### src/rtl/spi_reg_frame.sv
// rtl/spi_reg_frame.sv - SPI slave exposing an 8x8 config bank (write) and 8x8 status bank (read)
// Optional feature macro: SPI_CFG_READBACK_EN (read frames with sel=1 return the config register)
module spi_reg_frame #(
   parameter int NUM_CFG    = 8,
   parameter int NUM_STATUS = 8,
   parameter int REG_WIDTH  = 8
) (
   input  logic                             clk,
   input  logic                             rst,
   input  logic                             ena,
   input  logic [1:0]                       mode,
   input  logic                             spi_cs_n,
   input  logic                             spi_clk,
   input  logic                             spi_mosi,
   output logic                             spi_miso,
   output logic [NUM_CFG*REG_WIDTH-1:0]     config_regs,
   input  logic [NUM_STATUS*REG_WIDTH-1:0]  status_regs,
   output logic                             cfg_wr_stb,
   output logic [2:0]                       cfg_wr_addr
);

   typedef enum logic [1:0] {IDLE, CMD, DATA, DONE} state_t;

   state_t                         state_q, state_d;
   logic [3:0]                     cnt_q, cnt_d;
   logic [1:0]                     mode_q;
   logic                           cs_n_q;
   logic                           sclk_q;
   logic [6:0]                     rx_q;
   logic                           rw_q;
   logic [2:0]                     addr_q;
   logic [7:0]                     tx_q;
   logic                           loaded_q;
   logic [NUM_CFG*REG_WIDTH-1:0]   cfg_q;
   logic                           stb_q;
   logic [2:0]                     wr_addr_q;

   logic cpol, cpha, lead_e, trail_e, sample_e, shift_e, cs_fall;
   logic take_cmd, commit;
   logic [7:0] rd_val;

   // Edge classification is relative to the mode latched for the current frame
   assign cpol     = mode_q[1];
   assign cpha     = mode_q[0];
   assign lead_e   = (sclk_q == cpol) && (spi_clk != cpol);
   assign trail_e  = (sclk_q != cpol) && (spi_clk == cpol);
   assign sample_e = cpha ? trail_e : lead_e;
   assign shift_e  = cpha ? lead_e  : trail_e;
   assign cs_fall  = cs_n_q && !spi_cs_n;

`ifdef SPI_CFG_READBACK_EN
   logic sel_q;
   assign rd_val = sel_q ? cfg_q[{addr_q, 3'b000} +: 8] : status_regs[{addr_q, 3'b000} +: 8];
`else
   assign rd_val = status_regs[{addr_q, 3'b000} +: 8];
`endif

   assign spi_miso    = tx_q[7];
   assign config_regs = cfg_q;
   assign cfg_wr_stb  = stb_q;
   assign cfg_wr_addr = wr_addr_q;

   // Frame sequencing; chip-select release overrides any same-cycle sample edge
   always_comb begin
      state_d  = state_q;
      cnt_d    = cnt_q;
      take_cmd = 1'b0;
      commit   = 1'b0;
      if (spi_cs_n) begin
         state_d = IDLE;
         cnt_d   = 4'd0;
      end else begin
         case (state_q)
            IDLE: begin
               cnt_d = 4'd0;
               if (cs_fall) state_d = CMD;
            end
            CMD: begin
               if (sample_e) begin
                  cnt_d = cnt_q + 4'd1;
                  if (cnt_q == 4'd7) begin
                     state_d  = DATA;
                     take_cmd = 1'b1;
                  end
               end
            end
            DATA: begin
               if (sample_e) begin
                  cnt_d = cnt_q + 4'd1;
                  if (cnt_q == 4'd15) begin
                     state_d = DONE;
                     commit  = rw_q;
                  end
               end
            end
            default: ;
         endcase
      end
   end

   // State register
   always_ff @(posedge clk) begin
      if (rst) begin
         state_q <= IDLE;
         cnt_q   <= 4'd0;
      end else if (ena) begin
         state_q <= state_d;
         cnt_q   <= cnt_d;
      end
   end

   // Datapath: receive shifter, command capture, config commit and read shifter
   always_ff @(posedge clk) begin
      if (rst) begin
         mode_q    <= 2'b00;
         cs_n_q    <= 1'b0;
         sclk_q    <= 1'b0;
         rx_q      <= '0;
         rw_q      <= 1'b0;
         addr_q    <= 3'd0;
         tx_q      <= 8'd0;
         loaded_q  <= 1'b0;
         cfg_q     <= '0;
         stb_q     <= 1'b0;
         wr_addr_q <= 3'd0;
`ifdef SPI_CFG_READBACK_EN
         sel_q     <= 1'b0;
`endif
      end else if (ena) begin
         cs_n_q <= spi_cs_n;
         sclk_q <= spi_clk;
         if (state_q == IDLE && state_d == CMD) mode_q <= mode;
         if (sample_e && !spi_cs_n && (state_q == CMD || state_q == DATA))
            rx_q <= {rx_q[5:0], spi_mosi};
         if (take_cmd) begin
            rw_q   <= rx_q[6];
            addr_q <= {rx_q[1:0], spi_mosi};
`ifdef SPI_CFG_READBACK_EN
            sel_q  <= rx_q[2];
`endif
         end
         stb_q <= commit;
         if (commit) begin
            cfg_q[{addr_q, 3'b000} +: 8] <= {rx_q, spi_mosi};
            wr_addr_q                    <= addr_q;
         end
         if (state_q == DATA && state_d == DATA && !rw_q) begin
            if (shift_e) begin
               if (!loaded_q) begin
                  tx_q     <= rd_val;
                  loaded_q <= 1'b1;
               end else begin
                  tx_q <= {tx_q[6:0], 1'b0};
               end
            end
         end else begin
            tx_q     <= 8'd0;
            loaded_q <= 1'b0;
         end
      end
   end

endmodule

### config.mk
export PLATFORM = sky130hd
export DESIGN_NAME = spi_reg_frame
export DESIGN_NICKNAME = d
export VERILOG_FILES = /design/src/rtl/spi_reg_frame.sv
export SDC_FILE = /design/constraint.sdc
export NUM_CORES = 1
export LEC_CHECK = 0
export ABC_AREA = 0
export CAP_MARGIN = 10
export CORE_ASPECT_RATIO = 0.7
export CORE_UTILIZATION = 35
export CTS_BUF_LIST = sky130_fd_sc_hd__clkbuf_2 sky130_fd_sc_hd__clkbuf_4 sky130_fd_sc_hd__clkbuf_8
export CTS_CLUSTER_SIZE = 28
export DETAILED_ROUTE_END_ITERATION = 6
export PLACE_DENSITY = 0.63
export SYNTH_ARGS = -nofsm -noshare
export SYNTH_HDL_FRONTEND = slang
export SYNTH_SLANG_ARGS = --single-unit
### constraint.sdc
create_clock -name clk -period 4.05 [get_ports clk]
set_input_delay 0.405 -clock clk [delete_from_list [all_inputs] [get_ports clk]]
set_output_delay 0.405 -clock clk [all_outputs]
set_load 0.005 [all_outputs]
Word level (Yosys, flattened, before mapping). Index checks and enable logic that the tools add are counted.

Bits in registers: 98. Input port bits: 72. Output and inout port bits: 69.

$add $sub $neg: 2. Equal/unequal tests: 12. Shift operators: 3. Multiplexer cells: 26. Reduce and logical (&&, ||, !) cells: 20.

Operator list (count): $bwmux 64 (1); $shift 8x8->64 const A (1); $shiftx 64x7->8 (1); $shiftx 8x8->64 (1); $mux 8 (3); $mux 1 (12); $mux 2 (6); $reduce_and 2->1 (5); $logic_and 1x1->1 (8); $mux 4 (2); $neg 6->8 (1); $pmux 4 s2 (1); $pmux 2 s3 (1); $add 4x1->4 const B (1); $eq 2x1->1 const B (2); $eq 2x2->1 const B (2); $eq 4x3->1 const B (1); $eq 4x4->1 const B (1); $ne 3x1->1 const B (1); $reduce_and 3->1 (1); $reduce_bool 3->1 (1); $eq 1x1->1 (2); $logic_not 1->1 (2); $logic_not 2->1 (1); other kinds (4) (5).

Depth between registers and ports, before layout.
Depth in word-level cells: 11. Gate-level depth with buffers: 10. Depth with buffers taken out: 8.

Worst setup path after synthesis. OpenSTA, ideal clock, no wires.

Path type: reg-to-reg. Start: register addr_q[1]. End: register cfg_q[36], in the netlist config_regs[36]. Arrival time: 2.839 ns. Required time: 3.922 ns. Setup slack: 1.083 ns. Cell stages (with the launch flop): 10. Clock period less this slack: 2.967 ns. Cells stage by stage: dfxtp_1 clkbuf_1 clkbuf_1 inv_1 ha_1 ha_1 or3b_2 nor4_4 mux2i_1 nor2_1.

Word-level cells in the longest chain between the ends: 3. Elaborated cells between the ends (all ways): 4. Classes of those cells: 1 x add/sub; 2 x shift; 1 x mux.

Ends and longest elaborated chain: start: declaration (line 31) `logic [2:0] addr_q;`; start signal: assignment (line 137) `addr_q <= {rx_q[1:0], spi_mosi};`; $neg 6->8 (*) (line 144) `cfg_q[{addr_q, 3'b000} +: 8] <= {rx_q, spi_mosi};`; $shiftx 8x8->64 / $shift 8x8->64 (equally long branches) (line 144); $bwmux 64 (*) (line 144); end signal: indexed assignment (line 144); end: declaration (line 34) `logic [NUM_CFG*REG_WIDTH-1:0] cfg_q;`.

Mark *: on every way between the ends. The rest lies on a longest branch, timed or not. A chain may end at the register's enable or synchronous reset.

Final worst setup path.
Start: input port spi_clk. End: register cfg_q[2], in the netlist config_regs[2].

Word-level cells in the longest chain between the ends: 7. Elaborated cells between the ends (all ways): 9. Classes of those cells: 2 x eq/ne; 4 x mux; 3 x reduce/logical.

Ends and longest elaborated chain: start: declaration (line 13) `input logic spi_clk,`; $ne 1x1->1 / $eq 1x1->1 (equally long branches) (line 45, 46); $logic_and 1x1->1, on equally long branches (line 45, 46); $mux 1 (*) (line 47) `assign sample_e = cpha ? trail_e : lead_e;`; $mux 1 (*) (line 88) `if (sample_e) begin`; $mux 1 (*) (line 73) `case (state_q)`; $mux 1 (*) (line 69) `if (spi_cs_n) begin`; $reduce_and 2->1 (no line) (*).

Marked as above.

==> impl_metrics.tcl <==
set metrics [dict create \
    critPathMaxFanout 11 \
    grt_util_met1_pct 26.6 \
    grt_max_degree 61 \
    p_int_uw 1400 \
    dieArea_sq_um 14000 \
    area_growth_pct 37.7 \
    cp_slowest_stage_delay_ps 850 \
    power.density_nw_per_um2 271 \
    cts_inserted_buffers 9 \
    place.port_buffers 140 \
    cp-end-kind "flip-flop" \
    fin_nets 688 \
    timing.hold.ws_ps 477 \
    finalClockSkew_ps 11.6 \
    rows 35 \
    top_usage_layer "met2" \
    core_area_sq_um 13200 \
    final_area_sq_um 6540 \
    antenna_left 0 \
    avgRoutedWirePerCell_um 16.1 \
    grt_util_met3_pct 4.48 \
    path_buf_inv 1 \
    drtIter0Drc 176 \
    synth_area_sq_um 4750 \
    switching_power_uw 372 \
    period_share_pct 68.9 \
    insertion_delay_ps 360 \
    worstSetupPathDepth 7 \
    yosysWarningCount 0 \
    arrival_ps 2990 \
    synth_compound_area_share_pct 3.85 \
    pwr-share-clk_pct 37.3 \
    drive_above_1_share_pct 7.86 \
    initial_core_util_pct 36.0 \
    combPwrFrac_pct 7.9 \
    routed_wl_mm 12.8 \
    status "finished, final reports clean" \
    yosysTopAreaCell "dfxtp_1" \
    grt.total_usage_pct 18.7 \
    r2r_slack_ps 1270 \
    period_minus_slack_ps 2790 \
    clk_path_buf_depth 2 \
    hold_buffers 0 \
    dp_slack_ps 945 \
    setup-violations-final 0 \
    postCtsSetupRepairBufs 0 \
    holdPathStages 2 \
    root_buffer "clkbuf_8" \
    die-height_um 99.5 \
    yosys.area_share.simple_pct 20.9 \
    maxCapViolCount 0 \
    seqPwrFrac_pct 54.8 \
    synth_top_cells_by_area "dfxtp_1, mux2i_1, mux4_2" \
    min_from "cfg_wr_stb$_SDFFE_PP0P_" \
    met2_usage_pct 28.5 \
    place_area_sq_um 6330 \
    critical_path.top_delay_family "simple AND/OR/NAND/NOR gates" \
    synth_cell_type_count 38 \
    tns_ps 0 \
    gp_congestion 0.812 \
    vias_per_cell 4.88 \
    crit_chain "clkdlybuf4s50_1 -> nand4b_1 -> mux2i_2 -> nand3_1 -> or4_1 -> mux2i_1 -> nor2_1" \
    grt_pass1_vias 3913 \
    clk_pin_slew_ps 80 \
    drc 0 \
    synth_top_area_share_pct 41.3 \
    drt_first_pass_iters 4 \
    io-pin-count 141 \
    worst_slack_ps 1260 \
    synth_fa_ha_area_share_pct 2.64 \
    numClockSinks 98 \
    finalHoldViolations 0 \
    p_leak_uw 0.00266 \
    ir_worst_vdd_v 0.000163 \
    crit_type "primary input to flip-flop" \
    final.fill_count 1185 \
    netlist_instances 470 \
    num_antenna_cells 0 \
    cts_resized 0 \
    grt_pass1_wl_mm 20.4 \
    cpMaxStageDelayCell "or4_1" \
    synth_nets 552 \
    cts_tree "built" \
    antenna_found_initial 0 \
    hold_path_class "flip-flop to flip-flop" \
    reg2reg_from "addr_q[1]$_SDFFE_PP0P_" \
    dpl.hpwl_mm 9.70 \
    synth_top_family_by_area "multiplexers" \
    relSlewSlack_pct 33.2 \
    ys_seq_elements 98 \
    synth.avg_cell_area_sq_um 10.1 \
    grt-ovfl-total 0 \
    num_vias 3888 \
    r2r_end "config_regs[36]$_SDFFE_PP0P_" \
    worst_slew_pin_slew_ps 1000 \
    die_width_um 141 \
    cp.required_ps 4250 \
    reg2reg_depth 8 \
    fmax_mhz 359 \
    rsz0062_at_grt "no" \
    synthXorXnorAreaFrac_pct 0.896 \
    yosysSeqAreaShare_pct 41.3 \
    drv_slew 0 \
    switching_share_pct 21.0 \
    muxShareOfSynthArea_pct 28.4 \
    hold_end "cfg_wr_stb$_SDFFE_PP0P_" \
    critPathLaunchType "primary input" \
    cts-htree-levels 3 \
]
[worst max-delay path by stage]
stage                      startpoint                      endpoint  slack (ps)
2_1_floorplan  addr_q[1]$_SDFFE_PP0P_  config_regs[36]$_SDFFE_PP0P_        1080
3_3_place_gp                  spi_clk   config_regs[0]$_SDFFE_PP0P_         990
3_5_place_dp                  spi_clk   config_regs[2]$_SDFFE_PP0P_         950
4_1_cts        addr_q[1]$_SDFFE_PP0P_  config_regs[36]$_SDFFE_PP0P_        1270
5_1_grt         cnt_q[0]$_SDFFE_PP0P_   config_regs[0]$_SDFFE_PP0P_        1060
6_report                      spi_clk   config_regs[2]$_SDFFE_PP0P_        1260
[cells by family after synthesis]
logic type	count (synthesis)
simple gates	191
mux	114
flops	98
compound gates	28
buf+inv	25
fa+ha+maj	10
xor+xnor	4
[flip-flops by register name, summed over array words and instances, names as in the netlist]
signal	flops
config_regs	64
tx_q	8
rx_q	7
cnt_q	4
addr_q	3
cfg_wr_addr	3
mode_q	2
state_q	2
cfg_wr_stb	1
cs_n_q	1
loaded_q	1
rw_q	1
sclk_q	1
[layer usage]
layer | up-vias | share of wire, %
li1 | 1901 | -
met3 | 12 | 4.6
met5 | - | 0
met2 | 83 | 44
met1 | 1892 | 51
met4 | 0 | 0.79
[power groups by stage]
| stage | clock [uW] | sequential, uW | combinational (uW) |
|---|---|---|---|
| after floorplan | 0 | 992 | 57.7 |
| after global placement | 0 | 993 | 136 |
| after detailed placement | 0 | 993 | 140 |
| after CTS | 678 | 971 | 141 |
| after global routing | 719 | 972 | 151 |
| final | 662 | 971 | 140 |
[cells in the final DEF, fill, tap and decap left out, types with 3 or more instances in the layout]
| master | instances |
|---|---|
| nor3_1 | 6 |
| buf_4 | 4 |
| nand2b_1 | 54 |
| nor2b_1 | 12 |
| inv_1 | 5 |
| mux2i_1 | 96 |
| nand2_2 | 3 |
| o21ai_0 | 9 |
| ha_1 | 10 |
| clkbuf_4 | 3 |
| clkbuf_8 | 11 |
| mux4_2 | 16 |
| nand3_1 | 5 |
| xor2_1 | 3 |
| dfxtp_1 | 98 |
| a21oi_1 | 11 |
| nor2_1 | 52 |
| and3_1 | 3 |
| clkdlybuf4s50_1 | 139 |
| nand2_1 | 41 |
| nand3b_1 | 3 |
[synthesized netlist by cell type, drive strengths merged]
cell and instances:
o21bai 1, dfxtp 98, mux2i 97, nor3 6
and3 3, nand2b 54, a21o 2, nor2b 12
clkbuf 16, nand2 44, xnor2 1, or4 2
or3b 1, nor2 52, or4b 1, nand3b 3
o22ai 1, a221oi 1, nor4 1, o41ai 2
o21ai 9, inv 6, nand4b 2, nor3b 3
buf 3, mux2 1, o31a 1, or2b 2
ha 10, xor2 3, a21oi 11, nand3 5
mux4 16
[through the flow]
stage	power (uW)	instances	utilization, %
6_report	1770	796	49.6
5_1_grt	1840	796	49.6
4_1_cts	1790	796	49.6
3_5_place_dp	1130	780	48.0
3_3_place_gp	1130	780	48.0
2_1_floorplan	1050	470	-
[cell type report]
cell class	instances	area [sq um]	share of cell area, %
Sequential cell	98	1960	30.0
Clock inverter	2	35.0	0.536
Clock buffer	14	174	2.66
Inverter	6	22.5	0.344
Timing Repair Buffer	144	1430	21.8
Tap cell	185	231	3.54
Multi-Input combinational cell	347	2690	41.1
[worst reg2reg max path: stages (launching register included)]
cell and delay, ps:
dfxtp_1 320, buf_4 280, inv_1 140, ha_1 200
ha_1 290, or3b_2 530, nor4_4 550, mux2i_1 270
nor2_1 50
Power figures use the tool's default switching activity.
